## config.mk

```make
export PLATFORM = sky130hd
export DESIGN_NAME = dataslot_cmd_initiator_flat
export DESIGN_NICKNAME = d
export VERILOG_FILES = /design/src/rtl/dataslot_cmd_initiator_if.sv /design/src/rtl/dataslot_cmd_initiator.sv /design/src/flat_wrapper.sv
export SDC_FILE = /design/constraint.sdc
export NUM_CORES = 1
export LEC_CHECK = 0
export ABC_AREA = 1
export BUFFER_PORTS_ARGS = -buffer_cell sky130_fd_sc_hd__buf_2
export CORE_UTILIZATION = 51
export CTS_CLUSTER_SIZE = 28
export DETAILED_ROUTE_END_ITERATION = 6
export GPL_TIMING_DRIVEN = 0
export PLACE_DENSITY = 0.79
export SYNTH_ARGS = -nofsm -noshare
export SYNTH_HDL_FRONTEND = slang
export SYNTH_SLANG_ARGS = --single-unit
export TNS_END_PERCENT = 5
```

## constraint.sdc

```tcl
create_clock -name clk_74a -period 2.7 [get_ports clk_74a]
set_clock_uncertainty 0.15 [all_clocks]
set_input_delay 0.54 -clock clk_74a [delete_from_list [all_inputs] [get_ports clk_74a]]
set_output_delay 0.54 -clock clk_74a [all_outputs]
set_load 0.05 [all_outputs]
```

## src/rtl/dataslot_cmd_initiator_if.sv

```systemverilog
// Bridge-side signal bundle between the dataslot command initiator and
// core_bridge_cmd.
//   master : initiator side, drives strobes and command parameters,
//            observes ack/done/err
//   slave  : bridge side, observes strobes and parameters, drives ack/done/err
// Signals:
//   target_dataslot_read/write   level strobes, rising edge starts a command
//   target_dataslot_ack          high from command start to completion
//   target_dataslot_done         completion flag
//   target_dataslot_err[2:0]     result code, valid with done
//   target_dataslot_id/slotoffset/bridgeaddr/length   command parameters
interface dataslot_cmd_initiator_if;
  logic        target_dataslot_read;
  logic        target_dataslot_write;
  logic        target_dataslot_ack;
  logic        target_dataslot_done;
  logic [2:0]  target_dataslot_err;
  logic [15:0] target_dataslot_id;
  logic [31:0] target_dataslot_slotoffset;
  logic [31:0] target_dataslot_bridgeaddr;
  logic [31:0] target_dataslot_length;

  modport master (
    output target_dataslot_read,
    output target_dataslot_write,
    output target_dataslot_id,
    output target_dataslot_slotoffset,
    output target_dataslot_bridgeaddr,
    output target_dataslot_length,
    input  target_dataslot_ack,
    input  target_dataslot_done,
    input  target_dataslot_err
  );

  modport slave (
    input  target_dataslot_read,
    input  target_dataslot_write,
    input  target_dataslot_id,
    input  target_dataslot_slotoffset,
    input  target_dataslot_bridgeaddr,
    input  target_dataslot_length,
    output target_dataslot_ack,
    output target_dataslot_done,
    output target_dataslot_err
  );
endinterface

```

## src/rtl/dataslot_cmd_initiator.sv

```systemverilog
// Core-side initiator for APF target dataslot read/write commands.
// Accepts a single-cycle req_read/req_write pulse, drives the matching
// strobe and registered parameters towards core_bridge_cmd, and tracks
// ack/done/err to completion. One command in flight; requests while busy
// (or in the completion cycle) are dropped.
// Ports:
//   clk_74a, reset_n          clock and asynchronous active-low reset
//   req_read, req_write       start pulses (read wins if both)
//   req_id/slotoffset/bridgeaddr/length   parameters sampled with req_*
//   busy                      command accepted and not yet completed
//   cmd_done                  1-cycle completion pulse
//   cmd_err[2:0]              result code, held until the next accept
//   bridge                    dataslot signals towards core_bridge_cmd
//
// state      | meaning
// S_IDLE     | waiting for a request
// S_ISSUE    | strobe high, waiting for ack (ACK_TIMEOUT guard)
// S_WAIT_DONE| strobe low, waiting for ack=0 && done=1 (DONE_TIMEOUT guard)
// S_FINISH   | cmd_done pulse, busy low, requests ignored
module dataslot_cmd_initiator #(
  parameter logic [31:0] ACK_TIMEOUT  = 32'd7425000,
  parameter logic [31:0] DONE_TIMEOUT = 32'd742500000
) (
  input  logic        clk_74a,
  input  logic        reset_n,
  input  logic        req_read,
  input  logic        req_write,
  input  logic [15:0] req_id,
  input  logic [31:0] req_slotoffset,
  input  logic [31:0] req_bridgeaddr,
  input  logic [31:0] req_length,
  output logic        busy,
  output logic        cmd_done,
  output logic [2:0]  cmd_err,
  dataslot_cmd_initiator_if.master bridge
);

  typedef enum logic [1:0] {
    S_IDLE      = 2'd0,
    S_ISSUE     = 2'd1,
    S_WAIT_DONE = 2'd2,
    S_FINISH    = 2'd3
  } state_t;

  state_t      state_q, state_d;
  logic        op_read_q, op_read_d;
  logic [31:0] cnt_q, cnt_d;
  logic [2:0]  err_q, err_d;
  logic [15:0] id_q, id_d;
  logic [31:0] off_q, off_d;
  logic [31:0] addr_q, addr_d;
  logic [31:0] len_q, len_d;

  logic [31:0] cnt_sat_inc;
  logic [32:0] cnt_plus1;
  logic        ack_limit;
  logic        done_limit;

  // The limit fires on the cycle whose count reaches the timeout, so a
  // state lasts exactly TIMEOUT cycles before abort.
  assign cnt_sat_inc = (&cnt_q) ? cnt_q : cnt_q + 32'd1;
  assign cnt_plus1   = {1'b0, cnt_q} + 33'd1;
  assign ack_limit   = (cnt_plus1 >= {1'b0, ACK_TIMEOUT});
  assign done_limit  = (cnt_plus1 >= {1'b0, DONE_TIMEOUT});

  always_ff @(posedge clk_74a or negedge reset_n) begin
    if (!reset_n) begin
      state_q   <= S_IDLE;
      op_read_q <= 1'b0;
      cnt_q     <= 32'd0;
      err_q     <= 3'd0;
      id_q      <= 16'd0;
      off_q     <= 32'd0;
      addr_q    <= 32'd0;
      len_q     <= 32'd0;
    end else begin
      state_q   <= state_d;
      op_read_q <= op_read_d;
      cnt_q     <= cnt_d;
      err_q     <= err_d;
      id_q      <= id_d;
      off_q     <= off_d;
      addr_q    <= addr_d;
      len_q     <= len_d;
    end
  end

  always_comb begin
    state_d   = state_q;
    op_read_d = op_read_q;
    cnt_d     = cnt_q;
    err_d     = err_q;
    id_d      = id_q;
    off_d     = off_q;
    addr_d    = addr_q;
    len_d     = len_q;

    case (state_q)
      S_IDLE: begin
        if (req_read || req_write) begin
          state_d   = S_ISSUE;
          op_read_d = req_read;
          id_d      = req_id;
          off_d     = req_slotoffset;
          addr_d    = req_bridgeaddr;
          len_d     = req_length;
          err_d     = 3'd0;
          cnt_d     = 32'd0;
        end
      end
      S_ISSUE: begin
        // A late ack still wins over a coincident timeout.
        if (bridge.target_dataslot_ack) begin
          state_d = S_WAIT_DONE;
          cnt_d   = 32'd0;
        end else if (ack_limit) begin
          state_d = S_FINISH;
          err_d   = 3'h7;
        end else begin
          cnt_d = cnt_sat_inc;
        end
      end
      S_WAIT_DONE: begin
        // done while ack is still high belongs to the previous command.
        if (!bridge.target_dataslot_ack && bridge.target_dataslot_done) begin
          state_d = S_FINISH;
          err_d   = bridge.target_dataslot_err;
        end else if (done_limit) begin
          state_d = S_FINISH;
          err_d   = 3'h6;
        end else begin
          cnt_d = cnt_sat_inc;
        end
      end
      S_FINISH: begin
        state_d = S_IDLE;
      end
      default: begin
        state_d = S_IDLE;
      end
    endcase
  end

  // Strobes decode straight from the state register: they rise on ISSUE
  // entry, fall on ISSUE exit, and clear asynchronously with reset.
  assign busy     = (state_q == S_ISSUE) || (state_q == S_WAIT_DONE);
  assign cmd_done = (state_q == S_FINISH);
  assign cmd_err  = err_q;

  assign bridge.target_dataslot_read       = (state_q == S_ISSUE) &&  op_read_q;
  assign bridge.target_dataslot_write      = (state_q == S_ISSUE) && !op_read_q;
  assign bridge.target_dataslot_id         = id_q;
  assign bridge.target_dataslot_slotoffset = off_q;
  assign bridge.target_dataslot_bridgeaddr = addr_q;
  assign bridge.target_dataslot_length     = len_q;

endmodule

```

## src/flat_wrapper.sv

```systemverilog
// flat-port wrapper written by rule: the top's interface ports become plain ports
module dataslot_cmd_initiator_flat 
#(
  parameter logic [31:0] ACK_TIMEOUT  = 32'd7425000,
  parameter logic [31:0] DONE_TIMEOUT = 32'd742500000
)
  (clk_74a, reset_n, req_read, req_write, req_id, req_slotoffset, req_bridgeaddr, req_length, busy, cmd_done, cmd_err, bridge_target_dataslot_read, bridge_target_dataslot_write, bridge_target_dataslot_id, bridge_target_dataslot_slotoffset, bridge_target_dataslot_bridgeaddr, bridge_target_dataslot_length, bridge_target_dataslot_ack, bridge_target_dataslot_done, bridge_target_dataslot_err);
  dataslot_cmd_initiator_if bridge_i ();
  input  logic clk_74a;
  input  logic reset_n;
  input  logic req_read;
  input  logic req_write;
  input  logic [15:0] req_id;
  input  logic [31:0] req_slotoffset;
  input  logic [31:0] req_bridgeaddr;
  input  logic [31:0] req_length;
  output logic busy;
  output logic cmd_done;
  output logic [2:0] cmd_err;
  output wire logic [$bits(bridge_i.target_dataslot_read)-1:0] bridge_target_dataslot_read;
  output wire logic [$bits(bridge_i.target_dataslot_write)-1:0] bridge_target_dataslot_write;
  output wire logic [$bits(bridge_i.target_dataslot_id)-1:0] bridge_target_dataslot_id;
  output wire logic [$bits(bridge_i.target_dataslot_slotoffset)-1:0] bridge_target_dataslot_slotoffset;
  output wire logic [$bits(bridge_i.target_dataslot_bridgeaddr)-1:0] bridge_target_dataslot_bridgeaddr;
  output wire logic [$bits(bridge_i.target_dataslot_length)-1:0] bridge_target_dataslot_length;
  input wire logic [$bits(bridge_i.target_dataslot_ack)-1:0] bridge_target_dataslot_ack;
  input wire logic [$bits(bridge_i.target_dataslot_done)-1:0] bridge_target_dataslot_done;
  input wire logic [$bits(bridge_i.target_dataslot_err)-1:0] bridge_target_dataslot_err;
  assign bridge_target_dataslot_read = bridge_i.target_dataslot_read;
  assign bridge_target_dataslot_write = bridge_i.target_dataslot_write;
  assign bridge_target_dataslot_id = bridge_i.target_dataslot_id;
  assign bridge_target_dataslot_slotoffset = bridge_i.target_dataslot_slotoffset;
  assign bridge_target_dataslot_bridgeaddr = bridge_i.target_dataslot_bridgeaddr;
  assign bridge_target_dataslot_length = bridge_i.target_dataslot_length;
  assign bridge_i.target_dataslot_ack = bridge_target_dataslot_ack;
  assign bridge_i.target_dataslot_done = bridge_target_dataslot_done;
  assign bridge_i.target_dataslot_err = bridge_target_dataslot_err;
  dataslot_cmd_initiator #(.ACK_TIMEOUT(ACK_TIMEOUT), .DONE_TIMEOUT(DONE_TIMEOUT)) u_core (.clk_74a(clk_74a), .reset_n(reset_n), .req_read(req_read), .req_write(req_write), .req_id(req_id), .req_slotoffset(req_slotoffset), .req_bridgeaddr(req_bridgeaddr), .req_length(req_length), .busy(busy), .cmd_done(cmd_done), .cmd_err(cmd_err), .bridge(bridge_i));
endmodule
```

## After elaboration in Yosys (flattened, before gate mapping)

Index checks and enable logic that the tools add are counted.

| operators by class | value |
|---|---|
| $add $sub $neg | 2 |
| multipliers | 0 |
| div/mod/pow operators | 0 |
| $lt $le $gt $ge | 2 |
| eq/ne operators | 11 |
| shift operators | 0 |
| multiplexer cells | 19 |
| bitwise gates (word level) | 0 |
| reduce and logical (&&, ||, !) cells | 14 |

Operators by type and width:

| cell | count |
|---|---|
| $mux 32 | 6 |
| $pmux 32 s3 | 1 |
| $add 32x1->33 const B | 1 |
| $ge 33x23->1 const B | 1 |
| $ge 33x30->1 const B | 1 |
| $add 32x1->32 const B | 1 |
| $reduce_and 32->1 | 1 |
| $mux 3 | 5 |
| $mux 2 | 5 |
| $reduce_and 5->1 | 2 |
| $pmux 3 s3 | 1 |
| $pmux 2 s4 | 1 |
| $ne 2x2->1 const B | 3 |
| $eq 2x2->1 const B | 2 |
| $ne 2x1->1 const B | 2 |
| $logic_and 1x1->1 | 3 |
| $ne 3x1->1 const B | 1 |
| $ne 3x2->1 const B | 1 |
| $ne 3x3->1 const B | 1 |
| $reduce_and 3->1 | 1 |
| $reduce_bool 3->1 | 1 |
| $eq 2x1->1 const B | 1 |
| $logic_not 1->1 | 2 |
| $logic_not 2->1 | 1 |
| other kinds (2) | 3 |

| storage, ports and cells | value |
|---|---|
| flip-flop bits (word level) | 150 |
| bits in latches | 0 |
| memory bits (writable) | 0 |
| ROM bits | 0 |
| bits of input ports | 121 |
| output and inout bits | 119 |
| logic and storage cells | 56 |
| memories | 0 |

## Longest topological paths before layout

Gate-level depths: netlist of run 1.

| logic depth | value |
|---|---|
| depth in word-level cells | 5 |
| depth in mapped cells | 20 |
| depth with buffers taken out | 20 |

## Least setup slack after synthesis of run 1

Ideal clock, no wire load.

| path | value |
|---|---|
| kind | reg2reg |
| start | register u_core.cnt_q[0] |
| end | register u_core.cnt_q[27] |
| setup time | 0.117 ns |
| arrival | 2.191 ns |
| required time | 2.433 ns |
| slack | 0.242 ns |
| stages on the path, launching flop included | 19 |
| buffers on the path | 1 |
| period minus slack after synthesis | 2.458 ns |
| path through | dfrtp_1 -> ha_1 -> nand2_1 -> nor2_2 -> nand2_2 -> nor2_4 -> nand2_1 -> nand2_1 -> nand2_1 -> nor2_2 -> and2_1 -> nand2_1 -> nand2_1 -> nand3_1 -> nand2_2 -> nand3_2 -> buf_6 -> nand2_1 -> nand2_1 |

| between the ends | value |
|---|---|
| longest elaborated chain between the ends | 5 |
| elaborated cells between the ends (all ways) | 14 |
| classes of those cells | add/sub (2); order compare (2); eq/ne (2); mux (6); reduce/logical (2) |

Ends and longest elaborated chain:

| item | line | RTL |
|---|---|---|
| start, declared | dataslot_cmd_initiator.sv:47 | `logic [31:0] cnt_q, cnt_d;` |
| start signal, assigned | dataslot_cmd_initiator.sv:79 | `cnt_q <= cnt_d;` |
| branches (longest 5 deep; another with $add 32x1->33) | n/a |  |

Parallel ways; which one is timed is not known. The select of a mux whose other input is x is not followed.
A chain may end at the register's enable or synchronous reset.

## Final worst setup path of run 1

| path | value |
|---|---|
| start | register u_core.cnt_q[1] |
| end | register u_core.cnt_q[31] |

Same word-level chain as after synthesis.

==> results.md, run 1 <==
- The run finished, with violations left.
- The checks that failed: negative setup slack.
- In this run the worst path has a maximum fanout of 7.
- The die footprint is 0.01507 sq mm.
- The startpoint type of the worst setup path is a register.
- The initial standard-cell utilization of the core is between 50% and 60%.
- The wire length of the first global-routing pass is 33700 um.
- After synthesis, the share of flip-flops with an asynchronous set or reset is 100.0%.
- The TritonCTS clock tree is built.
- The net count after synthesis is about 900.
- The count of final max-slew check failures is 0.
- The tree is rooted in a sky130_fd_sc_hd__clkbuf_16.
- The worst setup path is captured at a register.
- In this run the power spent charging and discharging nets is about 6500 uW.
- After synthesis the netlist holds a flip-flop and latch count of 150.
- For this design the top-level I/O count stands at 240.
- The critical path data required time is 2.86 ns.
- The leakage power of the design is 0.005052 uW.
- The worst max-slew margin expressed relative to the limit is 47.67%.
- The number of H-tree branching levels is 4.
- The buffer depth of the longest clock path is 2.
- On the critical path the largest part of the delay comes from simple AND/OR/NAND/NOR gates.
- The delay of the slowest critical-path stage is 0.41 ns.
- Across all hold checks on the routed design, the worst slack comes to 0.1907 ns.
- The count of nets left with antenna violations once routing finished came out at 0.
- The launching element of the worst setup path is u_core.cnt_q[1].
- The number of remaining DRC errors is 0.
- The worst register-to-register path ends at u_core.cnt_q[31].
- With fillers left out, the area of the finished cells amounts to 0.01004 sq mm.
- The cell type with the highest aggregate area in the netlist is sky130_fd_sc_hd__dfrtp_1.
- The signal on the critical path passes through ha_4, nand2_4, nor2_4, nand2_4, nor2_4, nand2_2, nand2_1, nand2_2, nor2_4, and2_1, nand2_1, nand2_2, nand3_2, nand2_4, nand3_4, buf_4, inv_1, nor2_1.
- Setup repair after global routing could not meet its margin everywhere.
- Entering global routing, the biggest net connects 102 pins.
- The clock network burns 18.6% of the power.
- The die is 122.8 um tall.
- The data arrival time at the worst-slack endpoint is 2.95 ns.
- The number of placement rows is 43.
- The cell-internal power is about 6700 uW.
- The placed cell area is slightly below 0.009 sq mm.
- The routed design has roughly 23000 um of wire.
- The final-layout setup total negative slack is -2.109 ns.
- The worst-case setup margin in the final layout is -0.08444 ns.
- After detailed routing, the number of vias per cell comes to 5.377.
- The number of antenna violations at the first check in global routing came to 6.
- The worst hold path was traced through 2 stages.
- The length of the first detailed-routing pass in iterations is 6.
- The total overflow left after global routing is 0.
- After technology mapping, the gate count stands at 797.
- After synthesis the cells add up to 0.007438 sq mm.
- The width of the die is between 100 and 150 um.
- Counting the buffers created by CTS gives 17.
- After layout, the minimum clock period comes to roughly 2.8 ns.
- The overall fraction of global-route tracks in use is ~30%.
- The mean cell area of the mapped netlist is around 9.3 sq um.
- The floorplan step defined a core boundary enclosing 0.01404 sq mm.
- The final-report hold violation count is 0.
- The violation count after the first detailed-route iteration is 369.
- Setup violations remaining at the end of the flow were counted as 32.
- The critical path contains buffers and inverters numbering 2 combined.
- In this run the worst hold path is classified as in -> reg.
- The worst register-to-register path has a depth of 18.
- The number of synthesized flops with an enable pin is 0.
- The internal reg-to-reg setup slack is -0.08 ns.
- The proportion of synthesized chip area in sequential cells is 50.46%.
- The total number of clock tree sinks is 150.
- The via count of the first global-routing pass was 6723.
- The end point of the most critical hold path is u_core.bridge.target_dataslot_length[6].
- The synthesis-to-finish area growth is 34.97%.
- In the synthesized netlist the dominant register cell turns out to be sky130_fd_sc_hd__dfrtp_1.
- The net total in the final layout is 1214.
- For the pin with the worst max-slew slack, the measured transition is 0.7789 ns.
- The startpoint identified for the worst hold timing path is req_length[6].
- The post-DP HPWL is 15500 um.
- The count of distinct cell types in the synthesized netlist is 28.
- By startpoint and endpoint, the worst setup path is classified as reg -> reg.
- The switching share of power is 49.37%.
- The share of final-layout standard cells stronger than drive strength 1 is 45.82%.
- The share of total power dissipated in sequential elements is about 28%.
- The share of total power in combinational logic is approximately 54%.
- The highest achievable clock rate is 0.3591 GHz.
- The number of warnings printed during yosys synthesis is 0.
- Power spread over the standard cell area amounts to 1309 mW/mm^2.
- On the critical path, the stage with the largest delay is an instance of sky130_fd_sc_hd__dfrtp_1.
- Across the run, the number of max-cap violations was 0.
- In the post-synthesis netlist, the biggest area contributors are sky130_fd_sc_hd__dfrtp_1 (50%), sky130_fd_sc_hd__mux2_2 (17%), sky130_fd_sc_hd__nand2_1 (12%).
- At the placement stage, the worst setup path has a slack of -0.3696 ns.
- The clock transition time at the flip-flop clock pins of the worst setup and hold paths is 0.06 ns.
- By count the netlist is led by sky130_fd_sc_hd__nand2_1 (231), sky130_fd_sc_hd__dfrtp_1 (150), sky130_fd_sc_hd__mux2_2 (113).
- The fraction of synthesized cell area taken by the top area cell type is 50.46%.
- Routability-driven placement finished with a final weighted congestion of 0.9075.
- The worst register-to-register path begins at u_core.cnt_q[1].
- In the post-synthesis netlist, the cell with the most instances is sky130_fd_sc_hd__nand2_1.
- The number of vias in the routed layout is about 6900.
- The per-cell routed wire length is 17.50 um.
- The number of buffers inserted by port buffering is 239.
- The worst supply voltage drop on vdd is 0.001089 V.
- Of the available clock period, the critical path in the final layout requires 103.1%.
- The clock network latency to the later pin of the worst-skew pair is 0.43 ns.
## per-stage QoR
stage	util (%)	instances	total power [uW]
after floorplan	-	797	8787
after global placement	63.09	1216	10280
after detailed placement	63.33	1217	10430
after CTS	69.22	1268	13050
after global routing	71.50	1287	13640
final	71.50	1287	13140
## logic make-up after synthesis
kind of cell               synth area share (%)
adders and majority gates                 1.009
buffers and inverters                     4.794
and+or+nand+nor                           23.36
xor gates and xnor gates                 0.2355
muxes                                     17.11
AOI/OAI and AO/OA                         3.028
DFF                                       50.46
## power by group through the flow
stage          combinational (uW)  sequential [uW]  clock (uW)
2_1_floorplan                2050             6740           0
3_3_place_gp                 6700             3580           0
3_5_place_dp                 6790             3640           0
4_1_cts                      6970             3630        2450
5_1_grt                      7340             3750        2550
6_report                     7040             3660        2440
## sequential cells by signal, summed over array words and instances (netlist names)
signal                                    flops
u_core.cnt_q                                 32
u_core.bridge.target_dataslot_slotoffset     32
u_core.state_q                                2
u_core.bridge.target_dataslot_id             16
u_core.cmd_err                                3
u_core.bridge.target_dataslot_bridgeaddr     32
u_core.op_read_q                              1
u_core.bridge.target_dataslot_length         32
## layout by cell type (no fill, tap or decap), drive strengths merged, types with 4 or more instances in the layout
cell type / n
nand3b: 8
nand2: 234
clkbuf: 39
clkinv: 4
dfrtp: 150
nand4: 44
inv: 59
a21oi: 22
ha: 6
nor3: 5
mux2: 113
nor2: 69
diode: 7
buf: 283
o21ai: 19
nand3: 29
## what timing repair did
item | 4_1_cts | 5_1_grt
pin swaps | 13 | 24
resized for setup | 26 | 71
endpoints found under the hold margin | 49 | 0
cloned | 3 | 0
setup buffers | 15 | 12
hold buffers | 1 | 0
endpoints found under the setup margin | 37 | 46
## area by class of cell
type | instances | area (sq um)
Antenna cell | 7 | 17.52
Buffer | 28 | 136.4
Clock buffer | 24 | 491.7
Clock inverter | 8 | 112.6
Fill cell | 1071 | 4003
Inverter | 59 | 221.5
Multi-Input combinational cell | 560 | 3582
Sequential cell | 150 | 3761
Tap cell | 180 | 225.2
Timing Repair Buffer | 271 | 1491
## per-layer routing
layer	vias up	wire length, um	GRT usage, %
met5	-	0	0
met4	0	776	14.10
met3	62	1734	8.132
met2	305	11670	51.83
met1	3312	8336	34.14
li1	3241	-	-
## worst max-delay path by stage
| stage | end | cells past startpoint |
|---|---|---|
| 2_1_floorplan | u_core.cnt_q[27] | 18 |
| 3_3_place_gp | u_core.bridge.target_dataslot_slotoffset[17] | 1 |
| 3_5_place_dp | u_core.cnt_q[17] | 17 |
| 4_1_cts | u_core.cnt_q[13] | 17 |
| 5_1_grt | u_core.cnt_q[13] | 19 |
| 6_report | u_core.cnt_q[31] | 18 |
(Power assumes the default switching activity.)
==> run 2: changes to the inputs <==
CORE_ASPECT_RATIO = 0.7   (was default)
CORE_UTILIZATION = 45   (was 51)
PLACE_DENSITY = 0.71   (was 0.79)
==> run 2 against run 1 <==
  * The flow still finishes with violations (negative setup slack)
  * Design area rose by 1.4%
  * Global-route usage shrank 5.5 points
  * Sequential power shrank 1%
==> results.md, run 2 (same netlist as run 1, synthesis figures left out) <==
- The area of all placed cells without fillers is 0.01018 sq mm.
- The clock tree synthesis step divided the H-tree into 4 levels.
- Once routing completed, OpenROAD measured the worst setup slack at -0.1558 ns.
- In this run, CTS created clock tree buffers numbering 17.
- Static timing analysis puts the maximum clock frequency at 0.3502 GHz.
- The number of instances in the placed design is 1257.
- The count of final max-slew check failures is 0.
- The total number of clock tree sinks is 150.
- The library cells used most frequently in the layout, excluding fill and tap cells, are sky130_fd_sc_hd__buf_2 (242), sky130_fd_sc_hd__nand2_1 (192), sky130_fd_sc_hd__dfrtp_1 (143).
- OpenSTA, run right after detailed placement, puts the worst setup slack at -0.5986 ns.
- The final period utilization is 105.8%.
- After floorplanning, the core was divided into 38 placement rows.
- Dividing the detail-routed wire length by the instance count gives ~16 um.
- Entering global routing, the biggest net connects 98 pins.
- Routability-driven placement finished with a final weighted congestion of about 0.96.
- Max-cap violations in this run came to 0.
- Global routing consumed, on the met1 layer, between 30% and 40% of the routing resources.
- The number of vias in the routed layout is ~6800.
- The number of buffers inserted by port buffering is ~240.
- STA puts the critical path data required time at roughly 2.9 ns.
- The TritonCTS clock tree is built.
- Of the total power, combinational logic draws 53.6%.
- The detail route stage leaves a number of antenna-violating nets equal to 0.
- Clock latency on the worst-skew pair, taken at its later pin, is between 0.4 and 0.5 ns.
- Sequential cells burn 27.6% of the power.
- The synthesis-to-finish area growth is 36.87%.
- The analysis attributes to net switching a power of 6435 uW.
- At the pin with the least slew margin, the transition time is 0.6065 ns.
- The cell sitting at the root of the clock tree is a sky130_fd_sc_hd__clkbuf_16.
- The power per unit of standard cell area is approximately 1300 mW/mm^2.
- The worst path in the final design needs a cycle of roughly 2.9 ns, including I/O delays and setup.
- The total setup violations reported at the end of the flow is 37.
- The leading cell type in the layout, fill and taps excluded is sky130_fd_sc_hd__buf_2.
- The core region is 0.01583 sq mm.
- In this run the worst path has a maximum fanout of 7.
- The number of remaining DRC errors is 0.
- The number of primary I/O pins is 240.
- The switching share of power is 49.16%.
- After global routing, the most crowded layer is met2.
- The path class of the tightest hold or removal check is in -> reg.
- The startpoint type of the worst setup path is a register.
- Once layout is complete, the utilization of the core stands at 64.30%.
- The finished layout holds approximately 1300 standard cells, fillers aside.
- The met2 track utilization from global routing is 38.50%.
- The length of the first detailed-routing pass in iterations is 6.
- Setup repair after global routing could not meet its margin everywhere.
- The met3 track demand over resource in global routing is 6.858%.
- The wire length of the first global-routing pass is 32010 um.
- For the worst setup path, the data arrival time is between 3 and 4 ns.
- The via count of the first global-routing pass is 6406.
- The remaining global-route overflow is 0.
- The checks that failed: negative setup slack.
- The worst supply voltage drop on vdd is 0.001117 V.
- The number of antenna violations at the first check in global routing is 1.
- Once placement finished, the instance area stood at 0.008944 sq mm.
- The kind of critical path is reg -> reg.
- The initial standard-cell utilization of the core is 46.98%.
- In this run the tightest slew margin relative to its limit is about three fifths.
- STA classifies the critical path endpoint as a register.
- The clock passes through at most 2 buffers.
- The first routing iteration left around 540 violations.
- The clock transition time at the flip-flop clock pins of the worst setup and hold paths is 0.07 ns.
- The total power is between 10000 and 15000 uW.
- For this design the static power due to leakage is roughly 0.005 uW.
- The net count of the finished layout is 1218.
- The relative contribution of the clock network to total power is 18.8%.
- The run finished, with violations left.
- The width of the die is 155.7 um.
- Global routing used 24.39% of the available tracks across all layers.
- Cells with a size suffix above 1 make up between 40% and 50% of the layout.
- The post-DP HPWL is 14900 um.
- After detailed routing, the total wire length is 21070 um.
- Dividing the detail-routed via count by the number of cells gives between 5 and 6.
- The final-report hold violation count is 0.
- The die is around 110 um tall.
- The die footprint is 0.01706 sq mm.
- The cell-internal power is 6655 uW.
-- run 2: changes by cell type in the layout (fill, tap and decap cells not counted), moves of 4 or more --
cell / change
sky130_fd_sc_hd__buf_4: +8
sky130_fd_sc_hd__clkinv_4: +4
sky130_fd_sc_hd__diode_2: -6
sky130_fd_sc_hd__nor2_2: -4
-- run 2: layer usage --
layer	up-vias	share of wire, %
met5	-	0
met3	25	9.5
met4	0	1.2
met2	341	47
li1	3240	-
met1	3196	42
-- run 2: metrics by stage --
stage | TNS [ns] | hold slack (ns)
floorplan | 0 | 0.09441
global placement | -203.38 | 0.3032
detailed placement | -23.93 | 0.3071
CTS | -0.7681 | 0.1739
global route | -15.21 | 0.1798
finish | -4.362 | 0.1884
-- run 2: power by group through the flow --
| stage | clock network [uW] | registers, uW | logic (uW) |
|---|---|---|---|
| final | 2460 | 3620 | 7010 |
| after global routing | 2600 | 3730 | 7380 |
| after CTS | 2510 | 3610 | 6890 |
| after detailed placement | 0 | 3630 | 6780 |
| after global placement | 0 | 3600 | 6700 |
| after floorplan | 0 | 6740 | 2050 |
-- run 2: timing repair --
| action | in CTS | in global routing |
|---|---|---|
| gates resized for setup | 31 | 78 |
| buffers inserted | 17 | 15 |
| endpoints found under the hold margin | 53 | 0 |
| hold buffers | 1 | 0 |
| pin swaps | 12 | 25 |
| endpoints found under the setup margin | 37 | 107 |
| cloned | 2 | 1 |
-- run 2: path summary, 6_finish.rpt --
| check | startpoint | endpoint | slack [ns] | cells past startpoint |
|---|---|---|---|---|
| hold reg to reg | u_core.cmd_err[2] | u_core.cmd_err[2] | 0.32 | 2 |
| setup reg to reg | u_core.cnt_q[1] | u_core.cnt_q[0] | -0.16 | 17 |
| hold / removal | req_id[0] | u_core.bridge.target_dataslot_id[0] | 0.19 | 2 |
| max in group asynchronous | reset_n | u_core.cnt_q[27] | 1.02 | 3 |
| setup / recovery | u_core.cnt_q[1] | u_core.cnt_q[0] | -0.16 | 17 |
| min in group asynchronous | reset_n | u_core.bridge.target_dataslot_slotoffset[10] | 0.49 | 2 |
-- run 2: cell type report --
class / instances / area [sq um]
clock inverters: 13 / 162.7
inverters: 59 / 221.5
repair buffers: 276 / 1539
fillers: 1286 / 5652
plain buffers: 27 / 140.1
flip-flops and latches: 150 / 3762
well taps: 220 / 275.3
multi-input cells: 560 / 3625
diodes: 1 / 2.502
clock buffers: 19 / 452.9
-- run 2: critical path, stage by stage, from the launching register on --
cell                      delay, ns
sky130_fd_sc_hd__dfrtp_1       0.41
sky130_fd_sc_hd__ha_4          0.18
sky130_fd_sc_hd__nand2_4       0.06
sky130_fd_sc_hd__nor2_4        0.17
sky130_fd_sc_hd__nand2_2       0.12
sky130_fd_sc_hd__nor2_4        0.19
sky130_fd_sc_hd__nand2_4       0.09
sky130_fd_sc_hd__nand2_2       0.08
sky130_fd_sc_hd__nand2_2       0.09
sky130_fd_sc_hd__nor2_4        0.15
sky130_fd_sc_hd__nand4_1       0.15
sky130_fd_sc_hd__nor2_4        0.17
sky130_fd_sc_hd__nand2_4       0.08
sky130_fd_sc_hd__nand2_4       0.11
sky130_fd_sc_hd__nand3_4       0.19
sky130_fd_sc_hd__buf_6         0.22
sky130_fd_sc_hd__nand2_2       0.07
sky130_fd_sc_hd__nand2_2       0.05
